File: config.mk
export PLATFORM = sky130hd
export DESIGN_NAME = dac_rd_cmd_sched
export DESIGN_NICKNAME = d
export VERILOG_FILES = /design/src/rtl/dac_rd_pkg.sv /design/src/rtl/dac_rd_cmd_sched.sv
export SDC_FILE = /design/constraint.sdc
export NUM_CORES = 1
export LEC_CHECK = 0
export ABC_AREA = 1
export CORE_UTILIZATION = 56
export CTS_BUF_LIST = sky130_fd_sc_hd__clkbuf_8
export CTS_CLUSTER_DIAMETER = 80
export CTS_CLUSTER_SIZE = 14
export DETAILED_ROUTE_END_ITERATION = 7
export PLACE_DENSITY = 0.81
export SYNTH_ARGS = -nofsm -noshare
export SYNTH_HDL_FRONTEND = slang
export SYNTH_SLANG_ARGS = --single-unit
File: constraint.sdc
create_clock -name pl_clk -period 3.15 [get_ports pl_clk]
set_input_delay 0.63 -clock pl_clk [delete_from_list [all_inputs] [get_ports pl_clk]]
set_output_delay 0.63 -clock pl_clk [all_outputs]
set_load 0.05 [all_outputs]
File: src/rtl/dac_rd_pkg.sv
`default_nettype none
// ============================================================================
// Module   : dac_rd_pkg
// Brief    : Shared types and constants for the DAC playback read scheduler:
//            FSM states, DataMover MM2S command/status layout, status check.
// Revision : 1.0 - initial release
// ============================================================================
package dac_rd_pkg;

    typedef enum logic [1:0] {
        IDLE  = 2'd0,
        ISSUE = 2'd1,
        DRAIN = 2'd2
    } state_t;

    // Command word: low 32 bits are fixed format, then SADDR, TAG, reserved.
    localparam int c_CMD_BTT_LSB   = 0;
    localparam int c_CMD_BTT_MAX_W = 23;
    localparam int c_CMD_TYPE_BIT  = 23;
    localparam int c_CMD_DSA_LSB   = 24;
    localparam int c_CMD_EOF_BIT   = 30;
    localparam int c_CMD_DRR_BIT   = 31;
    localparam int c_CMD_SADDR_LSB = 32;
    localparam int c_CMD_TAG_W     = 4;
    localparam int c_CMD_RSVD_W    = 4;

    typedef struct packed {
        logic        drr;
        logic        eof;
        logic [5:0]  dsa;
        logic        incr;
        logic [22:0] btt;
    } dm_cmd_lo_t;

    localparam int c_STS_TAG_LSB = 0;
    localparam int c_STS_INTERR  = 4;
    localparam int c_STS_DECERR  = 5;
    localparam int c_STS_SLVERR  = 6;
    localparam int c_STS_OKAY    = 7;

    function automatic logic is_sts_err(input logic [7:0] sts);
        return sts[c_STS_INTERR] | sts[c_STS_DECERR] | sts[c_STS_SLVERR] | ~sts[c_STS_OKAY];
    endfunction

endpackage : dac_rd_pkg
`default_nettype wire

File: src/rtl/dac_rd_cmd_sched.sv
`default_nettype none
// ============================================================================
// Module   : dac_rd_cmd_sched
// Brief    : Splits a DAC playback capture into DataMover MM2S commands,
//            bounds outstanding commands and tracks status/progress.
//            Optional DAC_RD_LOOP_EN adds loop_en for repeated passes.
// Revision : 1.0 - initial release
// ============================================================================
module dac_rd_cmd_sched
    import dac_rd_pkg::*;
#(
    parameter int ADDR_W          = 32,
    parameter int BTT_W           = 23,
    parameter int CHUNK_BYTES     = 65536,
    parameter int MAX_OUTSTANDING = 4,
    parameter int BEAT_BYTES      = 32
) (
`ifdef DAC_RD_LOOP_EN
    input  logic                 loop_en,
`endif
    input  logic                 pl_clk,
    input  logic                 pl_rstb,
    input  logic                 read_start,
    input  logic                 read_reset,
    input  logic [ADDR_W-1:0]    start_address,
    input  logic [31:0]          cap_size,
    output logic [39+ADDR_W:0]   cmd_tdata,
    output logic                 cmd_tvalid,
    input  logic                 cmd_tready,
    input  logic [7:0]           sts_tdata,
    input  logic                 sts_tvalid,
    output logic                 sts_tready,
    output logic [ADDR_W-1:0]    current_addr,
    output logic [31:0]          run_cycles,
    output logic                 read_mm2s_err,
    output logic                 busy,
    output logic                 done
);

    localparam int                  c_OUT_W      = $clog2(MAX_OUTSTANDING + 1);
    localparam logic [c_OUT_W-1:0]  c_MAX_OUT    = c_OUT_W'(MAX_OUTSTANDING);
    localparam logic [ADDR_W-1:0]   c_ADDR_MASK  = ADDR_W'(BEAT_BYTES - 1);
    localparam logic [31:0]         c_SIZE_MASK  = 32'(BEAT_BYTES - 1);
    localparam logic [31:0]         c_CHUNK      = 32'(CHUNK_BYTES);

    state_t               r_state;
    state_t               w_state_nxt;
    logic                 r_start_d;
    logic [ADDR_W-1:0]    r_addr;
    logic [31:0]          r_remaining;
    logic [BTT_W-1:0]     r_btt;
    logic [3:0]           r_tag;
    logic [c_OUT_W-1:0]   r_outstanding;
    logic                 r_cmd_valid;
    logic [39+ADDR_W:0]   r_cmd_data;
    logic                 r_stop;
    logic                 r_abort;
    logic                 r_done;
    logic                 r_err;
    logic [ADDR_W-1:0]    r_current_addr;
    logic [31:0]          r_run_cycles;
`ifdef DAC_RD_LOOP_EN
    logic [ADDR_W-1:0]    r_loop_addr;
    logic [31:0]          r_loop_size;
`endif

    logic                 w_start_edge;
    logic                 w_misaligned;
    logic                 w_hs;
    logic                 w_sts_dec;
    logic                 w_sts_bad;
    logic                 w_stop;
    logic                 w_loop;
    logic [31:0]          w_btt_32;
    logic [31:0]          w_rem_after;
    logic                 w_issue;
    logic                 w_reload;
    logic                 w_enter_idle;
    logic [39+ADDR_W:0]   w_cmd;
    dm_cmd_lo_t           w_cmd_lo;
    logic                 w_unused_sts_tag;

    assign w_start_edge = read_start & ~r_start_d & ~read_reset & (r_state == IDLE);
    assign w_misaligned = ((start_address & c_ADDR_MASK) != '0) || ((cap_size & c_SIZE_MASK) != '0);
    assign w_hs         = r_cmd_valid & cmd_tready;
    assign w_sts_dec    = sts_tvalid & (r_outstanding != '0);
    assign w_sts_bad    = sts_tvalid & (is_sts_err(sts_tdata) | (r_outstanding == '0));
    assign w_stop       = r_stop | read_reset | w_sts_bad;
    assign w_btt_32     = (r_remaining < c_CHUNK) ? r_remaining : c_CHUNK;
    assign w_rem_after  = r_remaining - 32'(r_btt);
    assign w_unused_sts_tag = ^sts_tdata[3:0];

`ifdef DAC_RD_LOOP_EN
    assign w_loop = loop_en & read_start & ~w_stop;
`else
    assign w_loop = 1'b0;
`endif

    always_comb begin
        w_cmd_lo      = '0;
        w_cmd_lo.btt  = 23'(w_btt_32);
        w_cmd_lo.incr = 1'b1;
        w_cmd_lo.eof  = (w_btt_32 == r_remaining);
        w_cmd         = {4'h0, r_tag, r_addr, w_cmd_lo};
    end

    always_ff @(posedge pl_clk or negedge pl_rstb) begin
        if (!pl_rstb) begin
            r_state <= IDLE;
        end else begin
            r_state <= w_state_nxt;
        end
    end

    always_comb begin
        w_state_nxt  = r_state;
        w_issue      = 1'b0;
        w_reload     = 1'b0;
        w_enter_idle = 1'b0;
        case (r_state)
            IDLE: begin
                if (w_start_edge && (cap_size != '0) && !w_misaligned) begin
                    w_state_nxt = ISSUE;
                end
            end
            ISSUE: begin
                if (w_hs && (w_rem_after == '0)) begin
                    if (w_loop) begin
                        w_reload = 1'b1;
                    end else begin
                        w_state_nxt = DRAIN;
                    end
                end else if (!r_cmd_valid || w_hs) begin
                    // A pending command always completes before stopping.
                    if (w_stop) begin
                        w_state_nxt = DRAIN;
                    end else if (!r_cmd_valid && (r_outstanding < c_MAX_OUT)) begin
                        w_issue = 1'b1;
                    end
                end
            end
            DRAIN: begin
                if (r_outstanding == '0) begin
                    w_state_nxt  = IDLE;
                    w_enter_idle = 1'b1;
                end
            end
            default: begin
                w_state_nxt = IDLE;
            end
        endcase
    end

    always_ff @(posedge pl_clk or negedge pl_rstb) begin
        if (!pl_rstb) begin
            r_start_d      <= 1'b0;
            r_addr         <= '0;
            r_remaining    <= '0;
            r_btt          <= '0;
            r_tag          <= '0;
            r_outstanding  <= '0;
            r_cmd_valid    <= 1'b0;
            r_cmd_data     <= '0;
            r_stop         <= 1'b0;
            r_abort        <= 1'b0;
            r_done         <= 1'b0;
            r_err          <= 1'b0;
            r_current_addr <= '0;
            r_run_cycles   <= '0;
`ifdef DAC_RD_LOOP_EN
            r_loop_addr    <= '0;
            r_loop_size    <= '0;
`endif
        end else begin
            r_start_d <= read_start;

            if (w_start_edge) begin
                r_addr       <= start_address;
                r_remaining  <= cap_size;
                r_done       <= (cap_size == '0) || w_misaligned;
                r_err        <= (cap_size != '0) && w_misaligned;
                r_run_cycles <= '0;
                r_stop       <= 1'b0;
                r_abort      <= 1'b0;
`ifdef DAC_RD_LOOP_EN
                r_loop_addr  <= start_address;
                r_loop_size  <= cap_size;
`endif
            end else if ((r_state == IDLE) && read_reset) begin
                r_done <= 1'b0;
                r_err  <= 1'b0;
            end

            if (w_sts_bad) begin
                r_err <= 1'b1;
            end

            if (r_state != IDLE) begin
                if (read_reset) begin
                    r_abort <= 1'b1;
                end
                if (read_reset || w_sts_bad) begin
                    r_stop <= 1'b1;
                end
                if (r_run_cycles != 32'hFFFF_FFFF) begin
                    r_run_cycles <= r_run_cycles + 32'd1;
                end
            end

            if (w_issue) begin
                r_cmd_valid <= 1'b1;
                r_btt       <= BTT_W'(w_btt_32);
                r_cmd_data  <= w_cmd;
            end

            if (w_hs) begin
                r_cmd_valid    <= 1'b0;
                r_current_addr <= r_addr;
                r_addr         <= r_addr + ADDR_W'(r_btt);
                r_remaining    <= w_rem_after;
                r_tag          <= r_tag + 4'd1;
            end

            if (w_reload) begin
`ifdef DAC_RD_LOOP_EN
                r_addr      <= r_loop_addr;
                r_remaining <= r_loop_size;
`endif
            end

            if (w_hs && !w_sts_dec) begin
                r_outstanding <= r_outstanding + c_OUT_W'(1);
            end else if (!w_hs && w_sts_dec) begin
                r_outstanding <= r_outstanding - c_OUT_W'(1);
            end

            // An aborted run returns to IDLE without signalling completion.
            if (w_enter_idle) begin
                r_done <= ~r_abort & ~read_reset;
            end
        end
    end

    assign cmd_tdata     = r_cmd_data;
    assign cmd_tvalid    = r_cmd_valid;
    assign sts_tready    = 1'b1;
    assign current_addr  = r_current_addr;
    assign run_cycles    = r_run_cycles;
    assign read_mm2s_err = r_err;
    assign busy          = (r_state != IDLE);
    assign done          = r_done;

endmodule : dac_rd_cmd_sched
`default_nettype wire

==> flow_summary.ini, run 1 <==
[clocking]
post_cts_resized = 0
htreeDepth = 1
worstSkewPairLatency_ns = 0.56
cts_made_buffers = 18
cts-root-buf = clkbuf_8
cts_tree = done
clock_sinks = 204
clockBufferDepth = 3
path_clk_slew_ns = 0.10

[global_routing]
use_met3_pct = 4.38
grtUsageMet1_pct = 44.6
grt_pass1_wl_um = 61500
antenna_found_initial = 0
grt_pass1_vias = 12000
grt.overflow.total = 0
grt_max_degree = 99
grt-busiest-layer = met2
grt_util_all_layers_pct = 33.0
met2_usage_pct = 54.7

[status]
violations = DRC
status = finished with violations

[yosys]
ys_ff_latch = 204
synthFlopType = dfrtp_1
ys_seq_area_share_pct = 40.1
async_flop_share_pct = 100
ys_types = 57
syn-cell-area_sq_um = 12700
syn-instance-count = 1748
synth_edf_count = 0
syn-mean-instance-area_sq_um = 7.27
ys_warn_count = 0

[critical_path]
worstPathMaxFanout = 7
cp-end-kind = output pin
start_kind = register
critPathRequiredTime_ns = 2.52
worstSetupPathType = register to output pin
arrival_ns = 2.36

[sta]
max_freq_mhz = 335
hold_violations = 0
tns_ns = 0
final-setup-viol-count = 0
min_period_over_period_pct = 94.9
holdWs_ns = 0.480
slew_viol_final = 0
final.setup_skew_ns = 0.0422
slew_headroom_pct = 29.0
period_needed_ns = 2.99
worst_pin_slew_ns = 1.07
rsz0062_at_grt = false

[flow_run]
drv_cap = 0

[die]
fp-row-count = 54
core-area_sq_um = 22000
die_h_um = 153
start_util_pct = 57.7
die_w_um = 153
ios = 219
dieArea_sq_um = 23300

[place]
dp_hpwl_um = 29200
gp_congestion = 0.940
port_buffers = 202
postPlaceCellArea_sq_um = 15000

[drt]
avgViaCountPerCell = 5.55
routed_wl_um = 38000
drt_iter0_markers = 897
vias = 12400
drc_errors = 20
wl_per_cell_um = 17.1
dr.pass1.iters = 8
final_antenna_net_count = 0

[cells_and_area]
nets = 2074
diodes = 0
finalInstanceArea_sq_um = 15300
drive_above_1_share_pct = 4.37
area_growth_pct = 20.4

[min_path]
hold_class = register to register

[pwr]
max-vdd-ir-drop_uv = 298
power.density_nw_per_um2 = 421
p_leak_nw = 7.50
[metal layers]
layer / vias up / wire (um) / share of wire (%)
li1: 6036 / - / -
met1: 5770 / 16500 / 44
met2: 464 / 17700 / 47
met3: 87 / 2500 / 6.6
met4: 0 / 1280 / 3.4
met5: - / 0 / 0
[cell families after synthesis]
family	after synthesis	synth area share, %
flops	204	40.1
buf+inv	343	10.8
fa+ha+maj	52	5.29
mux	8	0.640
xor+xnor	24	1.65
other cells	2	0.0591
compound gates	282	13.1
simple gates	833	28.3
[state kept, by name (all words and copies together), names as in the netlist]
name,flops
r_abort,1
r_start_d,1
r_outstanding,3
r_state,2
cmd_tvalid,1
done,1
cmd_tdata,39
r_btt,22
r_stop,1
r_remaining,32
r_addr,32
r_tag,4
run_cycles,32
current_addr,32
read_mm2s_err,1
[power by group]
group	total (W)	internal (W)	leakage [nW]	switching [W]
clock	0.00144	0.000527	0.139	0.000909
combinational	0.00202	0.000716	4.77	0.00130
sequential	0.00300	0.00283	2.59	0.000170
total	0.00645	0.00407	7.50	0.00238
[metrics by stage]
| step | instances | utilization (%) | setup WS [ns] | total power (W) |
|---|---|---|---|---|
| after floorplan | 1758 | - | 0.453 | 0.00437 |
| after global placement | 2203 | 68.3 | 0.340 | 0.00499 |
| after detailed placement | 2203 | 68.3 | 0.294 | 0.00504 |
| after CTS | 2225 | 69.5 | 0.135 | 0.00645 |
| after global routing | 2225 | 69.5 | 0.0132 | 0.00679 |
| final | 2225 | 69.5 | 0.162 | 0.00645 |
[final timing paths]
check,startpoint,end,slack [ns],depth (start not counted)
setup reg to reg,r_btt[0],r_state[1],0.29,19
setup / recovery,r_state[0],busy,0.16,3
max in group asynchronous,pl_rstb,r_remaining[31],1.85,3
hold reg to reg,cmd_tdata[23],cmd_tdata[23],0.48,1
min in group asynchronous,pl_rstb,cmd_tdata[36],0.57,2
hold / removal,cmd_tdata[23],cmd_tdata[23],0.48,1
[synth_stat cells, types with 13 or more instances]
cell      number  area share, %
o22ai_1       26            1.3
o211ai_1      21            1.2
xnor2_1       15            1.0
a21oi_1       66            2.6
nand4_1       27            1.3
o21ai_0      114            4.5
buf_2         15           0.59
buf_4         13           0.77
o221ai_1      22            1.5
inv_1        281            8.3
nand2_1      504             15
ha_1          49            4.8
dfrtp_1      204             40
nor2_1       124            3.7
clkbuf_1      26           0.77
nand3_1       92            3.6
nor3_1        30            1.2
[critical path, stage by stage (launching register included)]
cell and delay [ns]:
dfrtp_1 0.42, nor2_1 0.39, inv_1 0.25, clkdlybuf4s50_1 0.78
[timing repair]
action / CTS / global route
hold buffers: 1 / 0
hold endpoints to repair: 26 / 0
setup buffers: 0 / 0
[cell usage in the layout (no fill, tap or decap), types with 5 or more instances in the layout]
cell type,instances
nor3_1,30
nand2_2,6
clkbuf_8,19
nand2_1,503
dfrtp_1,204
inv_1,282
nand4_1,27
nor4_1,10
o21ai_1,5
ha_1,49
nor2_2,7
buf_4,17
o211ai_1,21
o21ai_0,114
a21oi_1,66
conb_1,12
o221ai_1,22
nor2_1,123
xor2_1,9
mux2i_1,7
clkdlybuf4s50_1,201
inv_2,5
o22ai_1,26
xnor2_1,15
nand3_1,91
[final cells by class]
cell class / count / area (sq um)
Inverter: 286 / 1070
Clock buffer: 18 / 248
Sequential cell: 204 / 5100
Clock inverter: 3 / 20.0
Fill cell: 1872 / 6710
Timing Repair Buffer: 223 / 2220
Tap cell: 280 / 350
Multi-Input combinational cell: 1211 / 6290
(Power assumes the default switching activity.)
==> run 2: changes to the inputs <==
--- a/config.mk
+++ b/config.mk
@@ -6,12 +6,12 @@
 export NUM_CORES = 1
 export LEC_CHECK = 0
 export ABC_AREA = 1
-export CORE_UTILIZATION = 56
+export CORE_UTILIZATION = 35
 export CTS_BUF_LIST = sky130_fd_sc_hd__clkbuf_8
 export CTS_CLUSTER_DIAMETER = 80
 export CTS_CLUSTER_SIZE = 14
 export DETAILED_ROUTE_END_ITERATION = 7
-export PLACE_DENSITY = 0.81
+export PLACE_DENSITY = 0.54
 export SYNTH_ARGS = -nofsm -noshare
 export SYNTH_HDL_FRONTEND = slang
 export SYNTH_SLANG_ARGS = --single-unit
==> run 2 against run 1 <==
The flow still finishes with violations (DRC); fmax increased by 2.8%; die area is 59% higher; core utilization is 26 points lower; non-clock buffer count up 1; routed wire length up 10%; sequential cell count unchanged; worst setup slack gained 0.081 ns; sequential power hardly changed; first-iteration DRC count fell by 25%; final area is 2.2% higher; clock-buffer cell count grew 5; critical path type is now register to register; largest cell class unchanged.
==> flow_summary.ini, run 2 (same netlist as run 1, synthesis figures left out) <==
[drt]
final_antenna_net_count = 0
vias = 12100
wl_per_cell_um = 17.3
drt_iter0_markers = 673
drc_errors = 34
dr.pass1.iters = 8
routed_wl_um = 41800
avgViaCountPerCell = 5.01

[clocking]
htreeDepth = 1
post_cts_resized = 0
cts_tree = done
path_clk_slew_ns = 0.10
cts_setup_buffers = 0
cts_hold_buf = 0
clockBufferDepth = 3
cts-root-buf = clkbuf_8
cts_made_buffers = 20
worstSkewPairLatency_ns = 0.56
clock_sinks = 204

[sta]
slew_viol_final = 0
rsz0062_at_grt = false
period_needed_ns = 2.91
setup_slack_ns = 0.244
worst_pin_slew_ns = 1.13
min_period_over_period_pct = 92.3
slew_headroom_pct = 25.0
tns_ns = 0
final.setup_skew_ns = 0.0440
final-setup-viol-count = 0
hold_violations = 0
max_freq_mhz = 344

[cells_and_area]
nets = 2077
area_growth_pct = 23.1
diodes = 0
mostFrequentLayoutCells = nand2_1 (503), inv_1 (282), dfrtp_1 (204)
n_fill_cell = 3688
final_common_cell = nand2_1
drive_above_1_share_pct = 4.76
largest_register_ffs = 39

[die]
start_util_pct = 35.7
die_w_um = 193
core-area_sq_um = 35700
fp-row-count = 69
dieArea_sq_um = 37100
ios = 219
die_h_um = 193

[critical_path]
cp-end-kind = register
path_cells = ha_1 > fa_1 > inv_1 > nand3_1 > nand3_2 > nand2_1 > nand2_1 > xnor2_1 > nand2_1 > nor2_1 > nand3_1 > nor2_1 > nand3_1 > nand3_1 > nand3_1 > nand2_1
critical_path.top_delay_family = simple AND/OR/NAND/NOR gates
r2r_cells = 16
critPathRequiredTime_ns = 3.63
worstPathMaxFanout = 4
cp.depth = 16
critPathMaxStageDelay_ns = 0.45
slowest_stage = dfrtp_1
arrival_ns = 3.39
path_common_cell = nand3_1
worstSetupPathType = register to register
start_kind = register
cp.buffers_inverters = 1

[global_routing]
antenna_found_initial = 0
grt_util_all_layers_pct = 22.7
grt.overflow.total = 0
grt_pass1_wl_um = 65400
grt_pass1_vias = 11700
grt_max_degree = 99

[pwr]
p_switching_w = 0.00246
power_frac_comb_pct = 30.2
p_total_w = 0.00668
max-vdd-ir-drop_uv = 302
seqPwrFrac_pct = 44.8
p_leak_nw = 7.54
clkPwrFrac_pct = 25.0
internal_power_w = 0.00422
power.density_nw_per_um2 = 427
switching_share_pct = 36.9

[place]
port_buffers = 202
dp_slack_ns = 0.251
gp_congestion = 0.919
dp_hpwl_um = 32300

[min_path]
hold_class = primary input to asynchronous set/reset pin

[flow_run]
drv_cap = 0

[status]
violations = DRC
status = finished with violations
## run 2: cell type report
cell class | instances | area (sq um) | area share (%)
Tap cell | 461 | 577 | 3.69
Clock inverter | 5 | 47.5 | 0.304
Multi-Input combinational cell | 1211 | 6300 | 40.3
Timing Repair Buffer | 224 | 2230 | 14.2
Clock buffer | 23 | 317 | 2.02
Inverter | 286 | 1070 | 6.86
Sequential cell | 204 | 5100 | 32.6
## run 2: layer usage
metal	share of wire, %	global-route usage (%)
met1	48	32.9
met2	44	35.2
met3	5.0	2.75
met4	2.9	6.48
met5	0	0
## run 2: stage by stage
step | hold slack (ns) | std cells | util (%) | cell area, sq um
2_1_floorplan | 0.334 | 1758 | - | 12800
3_3_place_gp | 0.458 | 2386 | 42.9 | 15300
3_5_place_dp | 0.463 | 2386 | 42.9 | 15300
4_1_cts | 0.0652 | 2414 | 43.9 | 15600
5_1_grt | 0.0751 | 2414 | 43.9 | 15600
6_report | 0.0534 | 2414 | 43.9 | 15600
## run 2: final timing paths
| path | from | end | slack [ns] |
|---|---|---|---|
| max in group asynchronous | pl_rstb | cmd_tdata[61] | 2.23 |
| min in group pl_clk | r_tag[3] | r_tag[3] | 0.47 |
| worst min-delay path | pl_rstb | cmd_tdata[23] | 0.05 |
| worst min register to register | r_tag[3] | r_tag[3] | 0.47 |
| worst max-delay path | r_btt[0] | r_state[1] | 0.24 |
| worst max register to register | r_btt[0] | r_state[1] | 0.24 |
## run 2: power groups by stage
stage / logic, W / registers, W / clock network (W)
3_3_place_gp: 0.00200 / 0.00304 / 0
6_report: 0.00202 / 0.00300 / 0.00167
4_1_cts: 0.00202 / 0.00300 / 0.00174
2_1_floorplan: 0.00121 / 0.00316 / 0
3_5_place_dp: 0.00201 / 0.00305 / 0
5_1_grt: 0.00226 / 0.00303 / 0.00182
